<file path="src/rtl/decoder_pkg.sv">
// decoder_pkg: shared types for the sweep decoder
package decoder_pkg;
  typedef enum logic {IDLE, SWEEP} sweep_state_t;
endpackage

</file>
<file path="src/rtl/decoder_sweep_if.sv">
// decoder_sweep_if: decode request / one-hot result bundle
interface decoder_sweep_if #(parameter int N = 3);
  localparam int W = 2**N;
  logic en;
  logic [N-1:0] in;
  logic sweep_start;
  logic [W-1:0] out;
  logic busy;
  logic sweep_done;
  modport master (output en, in, sweep_start, input out, busy, sweep_done);
  modport slave (input en, in, sweep_start, output out, busy, sweep_done);
endinterface

</file>
<file path="src/rtl/decoder_n.sv">
// decoder_n: combinational N-to-2^N one-hot decoder with enable
module decoder_n #(parameter int N = 3) (
  input  logic en,
  input  logic [N-1:0] sel,
  output logic [2**N-1:0] y
);
  localparam int W = 2**N;
  assign y = en ? {{(W-1){1'b0}}, 1'b1} << sel : '0;
endmodule

</file>
<file path="src/rtl/decoder_sweep.sv">
// decoder_sweep: registered one-hot decoder with a one-pass sweep of every output line
module decoder_sweep
  import decoder_pkg::*;
#(parameter int N = 3) (
  input logic clk,
  input logic reset,
  decoder_sweep_if.slave bus
);
  localparam int W = 2**N;
  sweep_state_t state, state_nx;
  logic [N:0] cnt, cnt_nx;
  logic [W-1:0] dec;
  logic act, busy_nx, done_nx;
  // cnt is 0 throughout IDLE, so a fresh start decodes cnt[N-1:0] = 0; cnt[N] marks cnt == W
  assign act = state == SWEEP || bus.sweep_start;
  decoder_n #(.N(N)) u_dec (
    .en(act ? !cnt[N] : bus.en),
    .sel(act ? cnt[N-1:0] : bus.in),
    .y(dec)
  );
  always_comb begin
    busy_nx = act && !cnt[N];
    done_nx = state == SWEEP && cnt[N];
    cnt_nx = busy_nx ? cnt + 1'b1 : '0;
    state_nx = busy_nx ? SWEEP : IDLE;
  end
  always_ff @(posedge clk) begin
    if (reset) begin
      state <= IDLE;
      cnt <= '0;
      bus.out <= '0;
      bus.busy <= 1'b0;
      bus.sweep_done <= 1'b0;
    end else begin
      state <= state_nx;
      cnt <= cnt_nx;
      bus.out <= dec;
      bus.busy <= busy_nx;
      bus.sweep_done <= done_nx;
    end
  end
endmodule

</file>
<file path="src/flat_wrapper.sv">
// flat-port wrapper written by rule: the top's interface ports become plain ports
module decoder_sweep_flat import decoder_pkg::*;
#(parameter int N = 3)
  (clk, reset, bus_en, bus_in, bus_sweep_start, bus_out, bus_busy, bus_sweep_done);
  decoder_sweep_if #(.N(N)) bus_i ();
  input logic clk;
  input logic reset;
  input wire logic [$bits(bus_i.en)-1:0] bus_en;
  input wire logic [$bits(bus_i.in)-1:0] bus_in;
  input wire logic [$bits(bus_i.sweep_start)-1:0] bus_sweep_start;
  output wire logic [$bits(bus_i.out)-1:0] bus_out;
  output wire logic [$bits(bus_i.busy)-1:0] bus_busy;
  output wire logic [$bits(bus_i.sweep_done)-1:0] bus_sweep_done;
  assign bus_i.en = bus_en;
  assign bus_i.in = bus_in;
  assign bus_i.sweep_start = bus_sweep_start;
  assign bus_out = bus_i.out;
  assign bus_busy = bus_i.busy;
  assign bus_sweep_done = bus_i.sweep_done;
  decoder_sweep #(.N(N)) u_core (.clk(clk), .reset(reset), .bus(bus_i));
endmodule
</file>
<file path="config.mk">
export PLATFORM = sky130hd
export DESIGN_NAME = decoder_sweep_flat
export DESIGN_NICKNAME = d
export VERILOG_FILES = /design/src/rtl/decoder_pkg.sv /design/src/rtl/decoder_sweep_if.sv /design/src/rtl/decoder_n.sv /design/src/rtl/decoder_sweep.sv /design/src/flat_wrapper.sv
export SDC_FILE = /design/constraint.sdc
export NUM_CORES = 1
export LEC_CHECK = 0
export ABC_AREA = 1
export CORE_AREA = 3 3 40 42
export CTS_BUF_LIST = sky130_fd_sc_hd__clkbuf_8
export CTS_CLUSTER_DIAMETER = 100
export DETAILED_ROUTE_END_ITERATION = 12
export DIE_AREA = 0 0 43 45
export PLACE_DENSITY = 0.74
export SLEW_MARGIN = 20
export SYNTH_ARGS = -nofsm -noshare
export SYNTH_HDL_FRONTEND = slang
export SYNTH_SLANG_ARGS = --single-unit
</file>
<file path="constraint.sdc">
create_clock -name clk -period 2.1 [get_ports clk]
set_clock_uncertainty 0.05 [all_clocks]
set_input_delay 0.525 -clock clk [delete_from_list [all_inputs] [get_ports clk]]
set_output_delay 0.525 -clock clk [all_outputs]
set_load 0.05 [all_outputs]
</file>
==> out/results.ini, run 1 <==
[global_routing]
overflow = 0
grt_pass1_wl_mm = 1.66
grt_max_degree = 9
grtUsageTotal = 0.118
grt_pass1_vias = 406
antenna_found_initial = 0

[detailed_routing]
routed_via_density = 4.21
drt-pass1-iter-count = 2
drt_wl_total_um = 922
drc = 0
vias = 455
avgRoutedWirePerCell_um = 8.54
drt_iter0_drc = 5
ant_nets = 0

[cells_and_area]
antennaDiodeCount = 0
area_growth_syn_to_layout_pct = 42.5
seq_area_um2 = 280
multiInputGateArea_um2 = 223
fill_cells = 132
finalInstanceArea_um2 = 776
finalNonFillerCells = 108
nNetsFinal = 102
layout-drive-gt1-share = 0.129

[worst_setup_path]
slowest_delay_ns = 0.79
crit_family = buffers and inverters
r2r_start = u_core.state
critPathCaptureType = output pin
cp.buffers_inverters = 1
worstPathArrival_ns = 1.34
cp-start-kind = register
startpoint = u_core.bus.out[7]
crit_chain = clkdlybuf4s50_1
worstPathRequired_ns = 1.52
critPathKind = register to output pin
crit_fanout = 1
cpMaxStageDelayCell = clkdlybuf4s50_1

[floorplanning]
initial_utilization = 0.424
core_um2 = 1280
std_cell_rows = 13
fp.dieW_um = 43
die_area_um2 = 1940
boundaryPins = 17
fp.dieH_um = 45

[placement]
placed_area_um2 = 721
place_congestion = 0.795
pre_cts_slack_ns = 0.356
hpwl_um = 736
dp_cells = 104
io_buffers = 16

[flow_run]
maxCapViolations = 0

[logic_synthesis]
synthMuxAreaShare = 0
syn-num-nets = 81
syn_area_per_cell_um2 = 7.46
synth_xor_area_frac = 0.0161
yosysMostFrequentCell = nand2_1
synth.top_cell.area_share = 0.515
synth_edf_count = 0
synth-main-ff-cell = dfxtp_1
synthAdderAreaFrac = 0.0230
synth_seq_area_share = 0.515
netlist.top_cell.by_area = dfxtp_1
synth_warnings = 0
synth_cell_types = 12
synth-compound-area-share = 0.0184
syn_area_um2 = 544
synthCells = 73
synth_top_family_by_area = simple AND/OR/NAND/NOR gates
ys_top_cells_by_area = dfxtp_1 51%, nand2_1 15%, nor2_1 10%
synth_top_cells_by_count = 22 x nand2_1, 15 x nor2_1, 14 x dfxtp_1
synth_simple_gate_area_frac = 0.352
ys_ff_latch = 14
async_flop_share = 0

[clock_tree]
cts_resized = 0
clock_path_buffers = 2
clk_pin_slew_worst_paths_ns = 0.05
cts_setup_buffers = 0
cts_made_buffers = 3
clock-root-buffer = clkbuf_8
clock-sinks = 14
htreeDepth = 1
cts_hold_buf = 0
tritoncts = done
clk_latency_ns = 0.24

[sta]
final.setup.worst_slack_ns = 0.183
fmax_ghz = 0.522
finalSetupTns_ns = 0
finalCriticalPeriod_ns = 1.92
slew_violations = 0
period_share = 0.913
tightest_slew_ns = 0.491
max_slew_margin = 0.671
hold_viol = 0
rsz0062_at_grt = false
setup_viol = 0

[power_and_ir_drop]
cellPowerDensity_nw_per_um2 = 804
vdd_ir_drop_max_v = 0.000490
switchingPower_w = 0.000149
power_w = 0.000624
power_leakage_nw = 0.361
sequentialPowerShare = 0.452
power.share.clock = 0.402
pwr-share-comb = 0.146
internal_power_w = 0.000475
p_sw_frac = 0.238

[worst_hold_path]
hold_start = u_core.cnt[3]
hp-class = register to register

[status]
status = finished, final reports clean

==> per-stage QoR <==
step	hold WS, ns	util
floorplan	0.360	-
global placement	0.376	0.561
detailed placement	0.375	0.561
CTS	0.384	0.604
global route	0.389	0.604
finish	0.378	0.604
==> kinds of logic after synthesis <==
group | count (synthesis)
and+or+nand+nor | 44
buffers and inverters | 11
AOI/OAI and AO/OA | 2
adders and majority gates | 1
DFF | 14
xor gates and xnor gates | 1
==> worst min-delay path, delay by kind of cell (launching register included) <==
kind / cells / cell delay (ns)
flops: 1 / 0.31
simple gates: 2 / 0.08
==> flip-flops by register name, indices dropped and copies added, names as in the netlist <==
| name | flops |
|---|---|
| u_core.bus.out | 8 |
| u_core.bus.sweep_done | 1 |
| u_core.cnt | 4 |
| u_core.state | 1 |
==> routing by layer <==
layer	vias up	track usage	share of wire
met5	-	0	0
met4	0	0.0181	0
met3	0	0.0717	0.094
met2	16	0.207	0.49
met1	187	0.125	0.41
li1	252	-	-
==> worst paths after layout <==
path	slack, ns	cells after the start	endpoint
max	0.18	1	bus_out[7]
min	0.38	2	u_core.bus.sweep_done
max reg2reg	1.01	5	u_core.bus.out[7]
min reg2reg	0.38	2	u_core.bus.sweep_done
==> power groups by stage <==
stage / Sequential [W] / Clock (W) / Combinational, W
after floorplan: 0.000307 / 0 / 0.0000402
after global placement: 0.000288 / 0 / 0.0000906
after detailed placement: 0.000288 / 0 / 0.0000914
after CTS: 0.000282 / 0.000261 / 0.0000917
after global routing: 0.000284 / 0.000274 / 0.000101
final: 0.000282 / 0.000251 / 0.0000909
==> cell usage in the layout (no fill, tap or decap) <==
cell type / netlist / layout
nor2_2: 1 / 1
clkdlybuf4s50_1: 0 / 15
ha_1: 1 / 1
inv_1: 10 / 10
nor2_1: 15 / 15
buf_4: 0 / 1
nand2_1: 22 / 22
xnor2_1: 1 / 1
clkbuf_8: 0 / 4
dfxtp_1: 14 / 14
inv_2: 1 / 1
nand2_2: 3 / 3
nand3_1: 1 / 1
o21ai_0: 2 / 2
nand2_4: 2 / 2
==> area by class of cell <==
| class | instances | area share |
|---|---|---|
| Sequential cell | 14 | 0.361 |
| Multi-Input combinational cell | 48 | 0.287 |
| Timing Repair Buffer | 16 | 0.203 |
| Clock buffer | 4 | 0.0710 |
| Inverter | 11 | 0.0532 |
| Tap cell | 15 | 0.0242 |
Note: power is estimated with default switching activity, not from simulation.
==> inputs of run 2 (changes only) <==
--- a/config.mk
+++ b/config.mk
@@ -6,13 +6,14 @@
 export NUM_CORES = 1
 export LEC_CHECK = 0
 export ABC_AREA = 1
-export CORE_AREA = 3 3 40 42
+export CORE_AREA = 10 10 47 49
 export CTS_BUF_LIST = sky130_fd_sc_hd__clkbuf_8
 export CTS_CLUSTER_DIAMETER = 100
 export DETAILED_ROUTE_END_ITERATION = 12
-export DIE_AREA = 0 0 43 45
+export DIE_AREA = 0 0 57 59
 export PLACE_DENSITY = 0.74
 export SLEW_MARGIN = 20
 export SYNTH_ARGS = -nofsm -noshare
 export SYNTH_HDL_FRONTEND = slang
 export SYNTH_SLANG_ARGS = --single-unit
+export TNS_END_PERCENT = 100
==> run 2 against run 1 <==
Power increased by 1.9%. Wire length is 22% higher. Non-clock buffer count unchanged.
==> out/results.ini, run 2 (synthesized netlist as in run 1, its figures left out) <==
[floorplanning]
initial_utilization = 0.388  ; -0.0352
fp.dieH_um = 59  ; +31%
die_area_um2 = 3360  ; +74%
core_um2 = 1400  ; +9.1%
fp.dieW_um = 57  ; +33%
std_cell_rows = 14  ; +1
boundaryPins = 17  ; unchanged

[global_routing]
antenna_found_initial = 0  ; unchanged
overflow = 0  ; unchanged
top_usage_layer = met2
grt_max_degree = 9  ; unchanged
use_met1 = 0.0654  ; -0.0593
grt_use_met3 = 0.0494  ; -0.0224
grtUsageMet2 = 0.119  ; -0.0872
grtUsageTotal = 0.0709  ; -0.0471
grt_pass1_vias = 460  ; +13%
grt_pass1_wl_mm = 1.88  ; +14%

[clock_tree]
cts_setup_buffers = 0  ; unchanged
cts_resized = 0  ; unchanged
clock-root-buffer = clkbuf_8
clk_latency_ns = 0.24  ; about the same
clock_path_buffers = 2  ; unchanged
clk_pin_slew_worst_paths_ns = 0.06  ; about the same
cts_made_buffers = 3  ; unchanged
cts_hold_buf = 0  ; unchanged
htreeDepth = 1  ; unchanged
clock-sinks = 14  ; unchanged
tritoncts = done

[cells_and_area]
antennaDiodeCount = 0  ; unchanged
largest_register_ffs = 8  ; unchanged
final_cell_mix = 22 x nand2_1, 15 x nor2_1, 15 x clkdlybuf4s50_1, 14 x dfxtp_1, 10 x inv_1
final_common_cell = nand2_1
finalInstanceArea_um2 = 777  ; +0.16%
area_growth_syn_to_layout_pct = 42.8
top_regs = u_core.bus.out (8), u_core.cnt (4)
layout-drive-gt1-share = 0.129  ; unchanged
top_register = u_core.bus.out
fill_cells = 139  ; +5.3%
nNetsFinal = 102  ; unchanged

[sta]
tightest_slew_ns = 0.502  ; +0.0109 ns
rsz0062_at_grt = false
hold_ws_ns = 0.383  ; +0.00433 ns
setup_viol = 0  ; unchanged
finalCriticalPeriod_ns = 1.93  ; +0.0163 ns
slew_violations = 0  ; unchanged
fmax_ghz = 0.517  ; -0.84%
final.setup.worst_slack_ns = 0.167  ; -0.0163 ns
finalSetupTns_ns = 0  ; unchanged
period_share = 0.921  ; +0.00776
max_slew_margin = 0.664  ; -0.00731
hold_viol = 0  ; unchanged

[detailed_routing]
vias = 484  ; +6.4%
drt-pass1-iter-count = 3  ; +1
drt_iter0_drc = 4  ; -1
drt_wl_total_mm = 1.12  ; +22%
routed_via_density = 4.44  ; +5.4%
drc = 0  ; unchanged
avgRoutedWirePerCell_um = 10.3  ; +21%
ant_nets = 0  ; unchanged

[placement]
pre_cts_slack_ns = 0.383  ; +0.0271 ns
io_buffers = 16  ; unchanged
hpwl_um = 874  ; +19%
placed_area_um2 = 722  ; +0.17%
place_congestion = 0.768  ; -3.4%

[worst_setup_path]
cp-start-kind = register
cp.buffers_inverters = 1  ; unchanged
slowest_delay_ns = 0.80  ; about the same
worstPathArrival_ns = 1.36  ; +0.02 ns
crit_chain = clkdlybuf4s50_1
cpMaxStageDelayCell = clkdlybuf4s50_1
critPathKind = register to output pin
crit_fanout = 1  ; unchanged
worstPathRequired_ns = 1.52  ; about the same
critPathCaptureType = output pin
crit_family = buffers and inverters

[worst_hold_path]
hp-class = register to register

[power_and_ir_drop]
power_leakage_nw = 0.361  ; unchanged
power_w = 0.000636  ; +1.9%
cellPowerDensity_nw_per_um2 = 818  ; +1.8%
vdd_ir_drop_max_v = 0.000468  ; -4.6%

[status]
status = finished, final reports clean

[flow_run]
maxCapViolations = 0  ; unchanged

-- run 2: final timing paths --
path | from | endpoint | slack (ns) | depth (start not counted)
worst max register to register | u_core.state | u_core.bus.out[7] | 1.03 | 5
worst max-delay path | u_core.bus.out[7] | bus_out[7] | 0.17 | 1
worst min-delay path | u_core.cnt[3] | u_core.bus.sweep_done | 0.38 | 2
worst min register to register | u_core.cnt[3] | u_core.bus.sweep_done | 0.38 | 2
-- run 2: final cells by class --
class	instances	area, um^2	share of cell area
Inverter	11	41.3	0.0531
Multi-Input combinational cell	48	223	0.287
Sequential cell	14	280	0.361
Timing Repair Buffer	16	158	0.203
Clock buffer	4	55.1	0.0709
Tap cell	16	20.0	0.0258
-- run 2: routing by layer --
layer | vias to the layer above | wire, um
li1 | 253 | -
met1 | 218 | 453
met2 | 13 | 584
met3 | 0 | 85
met4 | 0 | 0
met5 | - | 0
-- run 2: power breakdown --
part / total, W / internal (W) / leakage, nW / switching (W)
clock: 0.000262 / 0.000166 / 0.0288 / 0.0000955
sequential: 0.000282 / 0.000275 / 0.114 / 0.00000740
combinational: 0.0000918 / 0.0000345 / 0.218 / 0.0000574
-- run 2: through the flow --
step | instances | util
floorplan | 73 | -
global placement | 105 | 0.515
detailed placement | 105 | 0.515
CTS | 109 | 0.554
global route | 109 | 0.554
finish | 109 | 0.554
